### config.mk
export PLATFORM = sky130hd
export DESIGN_NAME = sprite_motion_ctrl
export DESIGN_NICKNAME = d
export VERILOG_FILES = /design/src/rtl/sprite_motion_ctrl.sv
export SDC_FILE = /design/constraint.sdc
export NUM_CORES = 1
export LEC_CHECK = 0
export ABC_CLOCK_PERIOD_IN_PS = 5690
export CAP_MARGIN = 20
export CORE_ASPECT_RATIO = 0.9
export CORE_MARGIN = 3
export CORE_UTILIZATION = 56
export DETAILED_ROUTE_END_ITERATION = 10
export PLACE_DENSITY = 0.8
export SLEW_MARGIN = 20
export SYNTH_ARGS = -nofsm -noshare
export SYNTH_HDL_FRONTEND = slang
export SYNTH_SLANG_ARGS = --single-unit
### constraint.sdc
create_clock -name clk -period 5.69 [get_ports clk]
set_input_delay 1.707 -clock clk [delete_from_list [all_inputs] [get_ports clk]]
set_output_delay 1.707 -clock clk [all_outputs]
set_load 0.02 [all_outputs]
### src/rtl/sprite_motion_ctrl.sv
// sprite_motion_ctrl: frame-paced sprite mover with press, hold-off and auto-repeat steps clamped to the playfield
module sprite_motion_ctrl #(
  parameter int X_INIT        = 320,
  parameter int Y_INIT        = 240,
  parameter int X_MIN         = 0,
  parameter int X_MAX         = 623,
  parameter int Y_MIN         = 0,
  parameter int Y_MAX         = 463,
  parameter int STEP          = 1,
  parameter int REPEAT_DELAY  = 8,
  parameter int REPEAT_PERIOD = 2
) (
  input  logic       clk,
  input  logic       reset,
  input  logic       frame_tick,
  input  logic [7:0] key_code,
  output logic [9:0] sprite_x,
  output logic [9:0] sprite_y,
  output logic       moving,
  output logic       edge_hit
);
  typedef enum logic [1:0] {IDLE, ARMED, HOLD, REPEAT} state_t;
  localparam logic [7:0] K_UP = 8'h75, K_DOWN = 8'h72, K_LEFT = 8'h6B, K_RIGHT = 8'h74;
  localparam logic signed [10:0] XLO = 11'(X_MIN), XHI = 11'(X_MAX);
  localparam logic signed [10:0] YLO = 11'(Y_MIN), YHI = 11'(Y_MAX);
  localparam logic signed [10:0] SSTEP = 11'(STEP);
  state_t state, state_n;
  logic [5:0] cnt, cnt_n, cnt_inc;
  logic [7:0] key_q;
  logic [1:0] dir_q, dir_n, key_dir;
  logic is_dir, new_press, step, sel_y, dec;
  logic signed [10:0] cur, lo, hi, raw, clamped;
  // dir encoding: bit1 clear selects y, bit0 clear means decrement
  assign key_dir = key_code == K_UP ? 2'd0 : key_code == K_DOWN ? 2'd1 : key_code == K_LEFT ? 2'd2 : 2'd3;
  assign is_dir = key_code == K_UP || key_code == K_DOWN || key_code == K_LEFT || key_code == K_RIGHT;
  assign new_press = is_dir && key_code != key_q;
  assign cnt_inc = cnt + 6'd1;
  assign moving = state != IDLE;
  always_comb begin
    state_n = state;
    cnt_n = cnt;
    dir_n = dir_q;
    step = 1'b0;
    if (!is_dir) begin
      state_n = IDLE;
      cnt_n = '0;
    end else if (new_press) begin
      state_n = ARMED;
      cnt_n = '0;
      dir_n = key_dir;
    end else if (frame_tick) begin
      case (state)
        ARMED: begin
          step = 1'b1;
          state_n = HOLD;
          cnt_n = '0;
        end
        HOLD: begin
          cnt_n = cnt_inc;
          if (cnt_inc == 6'(REPEAT_DELAY)) begin
            step = 1'b1;
            state_n = REPEAT;
            cnt_n = '0;
          end
        end
        REPEAT: begin
          cnt_n = cnt_inc;
          if (cnt_inc == 6'(REPEAT_PERIOD)) begin
            step = 1'b1;
            cnt_n = '0;
          end
        end
        default: ;
      endcase
    end
  end
  assign sel_y = ~dir_q[1];
  assign dec = ~dir_q[0];
  assign cur = sel_y ? $signed({1'b0, sprite_y}) : $signed({1'b0, sprite_x});
  assign lo = sel_y ? YLO : XLO;
  assign hi = sel_y ? YHI : XHI;
  assign raw = dec ? cur - SSTEP : cur + SSTEP;
  assign clamped = raw < lo ? lo : raw > hi ? hi : raw;
  always_ff @(posedge clk or negedge reset) begin
    if (!reset) begin
      state <= IDLE;
      cnt <= '0;
      key_q <= 8'h00;
      dir_q <= 2'd3;
      sprite_x <= 10'(X_INIT);
      sprite_y <= 10'(Y_INIT);
      edge_hit <= 1'b0;
    end else begin
      state <= state_n;
      cnt <= cnt_n;
      key_q <= key_code;
      dir_q <= dir_n;
      edge_hit <= step && raw != clamped;
      if (step && sel_y) sprite_y <= clamped[9:0];
      if (step && !sel_y) sprite_x <= clamped[9:0];
    end
  end
endmodule

==> results of run 1 <==
-- worst max-delay path, stage by stage, from the launching register on --
cell       delay [ns]
dfstp_2          0.79
mux2i_1          0.48
inv_1            0.15
fa_1             0.45
a32oi_1          0.33
a211oi_1         0.15
a2111oi_2        0.42
xor2_1           0.31
inv_1            0.10
ha_1             0.31
nand3_1          0.11
or2_2            0.29
o31ai_1          0.36
buf_4            0.25
nand2_1          0.12
o31ai_1          0.24
-- cell usage in the layout, fill, tap and decap left out, types with 2 or more instances in the layout --
master           Yosys  layout
a22o_1               5       5
nor4_1               4       4
nand3_1              7       7
inv_1               14      14
o31ai_1             11      11
o21bai_1             2       2
dfstp_2              8       8
mux2i_1              2       2
and3b_1              2       2
xor2_1               7       7
buf_4                0       2
nor2_1              19      19
nand3b_1             2       2
and3_1               2       2
ha_1                21      21
o21ai_0             12      12
nor2b_1              7       7
o221ai_1             2       2
nor3_1               2       2
clkbuf_8             0       5
mux2_2              14      14
clkdlybuf4s50_1      0      31
a21oi_1             13      13
nand4_1              3       3
and2b_1              2       2
dfrtp_1             31      31
o211ai_1             2       2
nand2b_1             4       4
nand2_1             24      24
xnor2_1             13      13
a21o_1               7       7
a211oi_1             8       8
-- through the flow --
step,hold WS (ns),setup slack [ns],utilization
3_5_place_dp,0.482,0.807,0.675
5_1_grt,0.508,0.297,0.693
2_1_floorplan,0.505,1.09,-
3_3_place_gp,0.476,1.01,0.675
4_1_cts,0.495,0.788,0.693
6_report,0.496,0.716,0.693
-- area by class of cell --
cell class,count,area share
Multi-Input combinational cell,219,0.516
Sequential cell,39,0.311
Timing Repair Buffer,34,0.104
Tap cell,62,0.0245
Clock buffer,6,0.0229
Inverter,15,0.0178
Clock inverter,2,0.00394
-- power by group --
group	internal [uW]	leakage (uW)	switching [uW]
combinational	90.9	0.000865	152
clock	85.8	0.0000412	103
sequential	287	0.000498	15.4
-- state kept, by name, summed over array words and instances, names as in the netlist --
register  count
sprite_x     10
sprite_y     10
key_q         8
cnt           6
dir_q         2
state         2
edge_hit      1
-- worst paths after layout --
| check | startpoint | end | slack (ns) | cells after the start |
|---|---|---|---|---|
| setup / recovery | dir_q[1] | sprite_y[5] | 0.72 | 15 |
| hold / removal | sprite_y[5] | sprite_y[5] | 0.50 | 2 |
| setup reg to reg | dir_q[1] | sprite_y[5] | 0.72 | 15 |
| hold reg to reg | sprite_y[5] | sprite_y[5] | 0.50 | 2 |
| max in group asynchronous | reset | sprite_x[4] | 3.59 | 1 |
| min in group asynchronous | reset | sprite_x[5] | 1.52 | 1 |
-- routing by layer --
| metal | vias up | global-route usage | wire [microns] |
|---|---|---|---|
| met5 | - | 0 | 0 |
| met4 | 0 | 0.0675 | 95 |
| met3 | 11 | 0.0397 | 333 |
| met2 | 65 | 0.344 | 2760 |
| met1 | 1091 | 0.316 | 2850 |
| li1 | 1090 | - | - |
-- cell families after synthesis --
family	Yosys count
buffers and inverters	24
DFF	39
and+or+nand+nor	85
AOI/OAI and AO/OA	76
xor gates and xnor gates	20
muxes	16
adders and majority gates	22
==> key figures, run 1 <==
Floorplanning
  • Initial core utilization: 0.600
  • Die ar.: 5780 sq um
  • Placeable core area: around 4600 sq um
  • I/O pin count: 33
  • Horizontal extent of the die: 79.8 microns
  • Std-Cell Rows: 23
  • Vert. Die Dim: slightly above 70 microns

Timing
  • Final clock skew: between 0.005 and 0.006 ns
  • Final setup violating endpoints: 0
  • Ratio of final minimum period to clock period: 0.874
  • Slew Viols, Final: 0
  • Setup repair after global routing missed its margin: false
  • Actual transition at the worst max-transition pin: 0.897 ns
  • Max frequency: approximately 0.20 GHz
  • Max-slew headroom at the worst pin: 0.402
  • Total Negative Setup Slacks: 0 ns
  • Shortest period the worst path allows: 4.97 ns
  • Hold violation total from the final report: 0

CTS
  • Number of cells upsized or downsized after cts: 0
  • Hold buffers post-CTS: 0
  • Number of buffers inserted by post-CTS setup repair: 0
  • Clock tree sinks: 39
  • Bufs on Longest Clock Path: 2
  • CTS buffer count: 5
  • CTS Root Buffer Type: clkbuf_8
  • Post-CTS clock slew at the launch and capture registers of the worst setup and hold paths: 0.08 ns
  • Clock tree from TritonCTS: yes
  • Insertion delay of the later-clocked pin in the worst-skew pair: 0.30 ns
  • H-Tree Depth: 2

Setup path
  • Arrival @ worst endpoint: 5.18 ns
  • Critical path start-end classification: reg -> reg
  • Largest fanout on the critical path: 16
  • Endpoint kind of the worst setup timing path: flop
  • Endpoint required time on the critical path: 5.89 ns
  • Critical Path Source Type: flop

Pwr
  • Overall power: 734 uW
  • Cell leakage power: 0.00140 uW
  • Peak ir drop on the vdd network: 0.000147 V
  • Power per Cell Area: 231 nW/um^2

Synth
  • #FFs+latches synth: 39
  • Most frequently used flop master after synthesis: dfrtp_1
  • Simple-gate share of the synthesized area: 0.160
  • Synthesized-area fraction occupied by adder cells: 0.103
  • Fraction of registers with async set or reset after synthesis: 1.00
  • Cell Area, Synth: roughly 2700 sq um
  • Synth Area in Compound Gates: 0.205
  • Number of enable-type register cells in the synthesized netlist: 0
  • Post-synthesis cell type with the largest combined area: dfrtp_1
  • Instance count of the mapped netlist: 282
  • Xor/xnor cell area share of the yosys netlist: 0.0638
  • Commonest cells post-synth: dfrtp_1, nand2_1, ha_1
  • Synthesized Nets: 315
  • Cell with the most instances after synthesis: dfrtp_1
  • Top cells by area in the synthesized netlist: dfrtp_1, ha_1, dfstp_2
  • Main combinational cell family by area after synthesis: compound AO/OA/AOI/OAI gates
  • Count of distinct cell types in the synthesized netlist: 56
  • Share of the synthesized area in the top cell type: 0.283
  • Mapped Avg Cell Area: 9.73 sq um
  • Share of cell area taken by muxes after synthesis: 0.0647
  • Share of synthesized area occupied by flip-flops and latches: 0.359
  • Total of warnings raised by yosys: 0

Routing
  • Detailed-router iteration count before antenna repair: 4
  • DRC viols: 0
  • Via-per-instance ratio: approximately 6.0
  • Number of DRC violations after detailed-routing iteration 0: 178
  • WL per Instance: between 15 and 20 microns
  • Antenna Nets Post-Route: 0
  • Vias after detailed routing: 2,257
  • Total Routed Length: 6040 microns

Final layout
  • Count of fill cells added during filler insertion: 361
  • Finished Layout Cells: approximately 380
  • Number of inserted diodes: 0
  • Fraction of layout cells with a size suffix above 1: 0.140
  • Register area: between 900 and 1000 sq um
  • Total area of multi-input combinational cells: 1640 sq um
  • Number of nets at the end of the flow: 347
  • Area delta synth->final: 15.5%
  • Summed area of non-filler cells in the final layout: 3170 sq um

Place
  • Routability Congestion: 0.879
  • Port Buf Inserts: 32
  • Hpwl dp: 4450 microns
  • Post-Place Cells: 369
  • Placed Area: 3090 sq um

Global routing
  • Largest net degree at the start of global routing: 40
  • Number of global-route vias before repair: 2,178
  • Initial antenna violation count: 0
  • Overflow after GRT: 0
  • Combined global-route utilization of all metal layers: 0.221
  • First-pass GRT wire length: 10,100 microns

Job
  • Maxcap violations: 0

Worst hold path
  • Min-Delay Path Class: reg -> reg

Run status
  • Result of the run: finished clean
No activity file was read; power rests on OpenSTA's default activity.
==> inputs of run 2 (changes only) <==
CTS_CLUSTER_DIAMETER = 30   (was default)
SETUP_SLACK_MARGIN = 0.05   (was default)
SKIP_CTS_REPAIR_TIMING = 1   (was default)
==> results of run 2 <==
Same layout as run 1: the final DEF is identical, and so are final timing and power.
==> inputs of run 3 (changes only) <==
CORE_UTILIZATION = 64   (was 56)
DONT_BUFFER_PORTS = 1   (was default)
PLACE_DENSITY = default   (was 0.8)
PLACE_DENSITY_LB_ADDON = 0.25   (was default)
==> run 3 against run 2 <==
Non-clock buffer count is 31 lower; die area down 12%; global-route usage is 2.9 points higher; core utilization rose by 3.4 points; critical path depth unchanged; via count decreased by 6.0%; sequential power is 3% lower; combinational power decreased by 2%; clock power barely moved; first-iteration DRC count is 43% lower; largest cell class unchanged.
==> key figures, run 3 (synthesized netlist as in run 1, its figures left out) <==
Run status
  • Result of the run: finished clean

Setup path
  • Critical Path Source Type: flop
  • Endpoint required time on the critical path: 5.93 ns (+0.04 ns)
  • Critical path start-end classification: reg -> reg
  • Arrival @ worst endpoint: 5.02 ns (-0.16 ns)
  • Largest fanout on the critical path: 12 (-4)
  • Endpoint kind of the worst setup timing path: flop

Worst hold path
  • Min-Delay Path Class: reg -> reg

Routing
  • DRC viols: 0 (unchanged)
  • Total Routed Length: 5720 microns (-5.3%)
  • Vias after detailed routing: 2,121 (-6.0%)
  • WL per Instance: 17.3 microns (+8.2%)
  • Number of DRC violations after detailed-routing iteration 0: 102 (-43%)
  • Detailed-router iteration count before antenna repair: 4 (unchanged)
  • Via-per-instance ratio: 6.43 (+7.4%)
  • Antenna Nets Post-Route: 0 (unchanged)

CTS
  • CTS buffer count: 5 (unchanged)
  • Insertion delay of the later-clocked pin in the worst-skew pair: 0.29 ns (about the same)
  • Clock tree from TritonCTS: yes
  • H-Tree Depth: 2 (unchanged)
  • CTS Root Buffer Type: clkbuf_8
  • Clock tree sinks: 39 (unchanged)
  • Post-CTS clock slew at the launch and capture registers of the worst setup and hold paths: 0.08 ns (about the same)
  • Bufs on Longest Clock Path: 2 (unchanged)

Global routing
  • Largest net degree at the start of global routing: 40 (unchanged)
  • Overflow after GRT: 0 (unchanged)
  • Met1 demand-to-capacity share in global routing: 0.351 (+0.0343)
  • First-pass GRT wire length: 9720 microns (-4.0%)
  • Highest-utilization routing layer at the global route stage: met2
  • M2 GR Usage: 0.391 (+0.0475)
  • Number of global-route vias before repair: 2,003 (-8.0%)
  • GRT met3 Usage: 0.0602 (+0.0205)
  • Combined global-route utilization of all metal layers: 0.250 (+0.0295)
  • Initial antenna violation count: 0 (unchanged)

Place
  • Port Buf Inserts: 0 (-100%)
  • Pre-CTS WS: 1.15 ns (+0.342 ns)
  • Routability Congestion: 0.928 (+5.5%)
  • Hpwl dp: 4110 microns (-7.6%)

Final layout
  • Util after Layout: 0.727 (+0.0342)
  • Most common cell after layout, fill and taps aside: dfrtp_1
  • Biggest regs: sprite_x x10, sprite_y x10, key_q x8
  • Commonest cells after routing, fill and taps aside: dfrtp_1, nand2_1, ha_1
  • Fraction of layout cells with a size suffix above 1: 0.158 (+0.0188)
  • Number of nets at the end of the flow: 316 (-8.9%)
  • Area delta synth->final: 3.74%
  • Number of inserted diodes: 0 (unchanged)

Pwr
  • Cell leakage power: 0.00129 uW (-7.8%)
  • Power per Cell Area: 253 nW/um^2 (+9.3%)
  • Peak ir drop on the vdd network: 0.000222 V (+50%)

Floorplanning
  • I/O pin count: 33 (unchanged)
  • Placeable core area: 3920 sq um (-14%)
  • Die ar.: 5110 sq um (-12%)
  • Vert. Die Dim: 68.1 microns (-5.9%)
  • Std-Cell Rows: 21 (-8.7%)
  • Initial core utilization: 0.701 (+0.101)
  • Horizontal extent of the die: 75.0 microns (-6.0%)

Timing
  • Max frequency: 0.209 GHz (+4.0%)
  • Setup repair after global routing missed its margin: false
  • Slew Viols, Final: 0 (unchanged)
  • Worst path setup slack after routing: 0.905 ns (+0.189 ns)
  • Actual transition at the worst max-transition pin: 0.705 ns (-0.192 ns)
  • Final clock skew: 0.00540 ns (+0.000138 ns)
  • Ratio of final minimum period to clock period: 0.841 (-0.0332)
  • Shortest period the worst path allows: 4.79 ns (-0.189 ns)
  • Final setup violating endpoints: 0 (unchanged)
  • Total Negative Setup Slacks: 0 ns (unchanged)
  • Hold violation total from the final report: 0 (unchanged)
  • Max-slew headroom at the worst pin: 0.526 (+0.124)

Job
  • Maxcap violations: 0 (unchanged)
## run 3: changes by cell type in the layout (fill, tap and decap cells not counted)
cell,previous run,this run
clkdlybuf4s50_1,31,0
buf_2,1,0
buf_4,2,3
clkbuf_1,1,0
clkinvlp_4,1,2
## run 3: path summary, 6_finish.rpt
path	from	endpoint	slack, ns	cells after the start
worst max register to register	dir_q[1]	sprite_y[0]	0.90	15
worst min register to register	sprite_y[5]	sprite_y[5]	0.55	2
worst min-delay path	sprite_y[5]	sprite_y[5]	0.55	2
min in group asynchronous	reset	sprite_x[5]	1.10	0
worst max-delay path	dir_q[1]	sprite_y[0]	0.90	15
max in group asynchronous	reset	sprite_y[6]	4.41	0
## run 3: report_power, final
group,switching (uW),internal [uW]
logic,153,86.7
registers,6.89,287
clock network,102,85.2
## run 3: routing by layer
metal | vias up | wire (microns)
li1 | 1031 | -
met1 | 1015 | 2760
met2 | 66 | 2530
met3 | 9 | 351
met4 | 0 | 73
met5 | - | 0
## run 3: through the flow
step                      instances  instance area (sq um)  hold WS [ns]  power (uW)
final                           330                   2850         0.552         720
after global routing            330                   2850         0.580         762
after CTS                       329                   2840         0.551         716
after detailed placement        321                   2750         0.540         527
after global placement          321                   2750         0.531         524
after floorplan                 282                   2750         0.505         477
## run 3: critical path, stage by stage (launching register included)
cell and delay, ns:
dfstp_2 0.61, mux2i_1 0.44, inv_1 0.15, fa_1 0.46, a32oi_1 0.35, a211oi_1 0.15, a2111oi_2 0.45, xor2_1 0.34
inv_1 0.13, ha_1 0.31, nand3_1 0.10, o31ai_1 0.47, o31ai_1 0.15, buf_4 0.22, a211oi_1 0.27, a21o_1 0.11
## run 3: area by class of cell
cell class	instances	area (sq um)
clock buffers	5	68.8
clock inverters	3	20.0
fillers	270	1070
inverters	15	56.3
multi-input cells	219	1640
flip-flops and latches	39	986
well taps	46	57.6
repair buffers	3	22.5
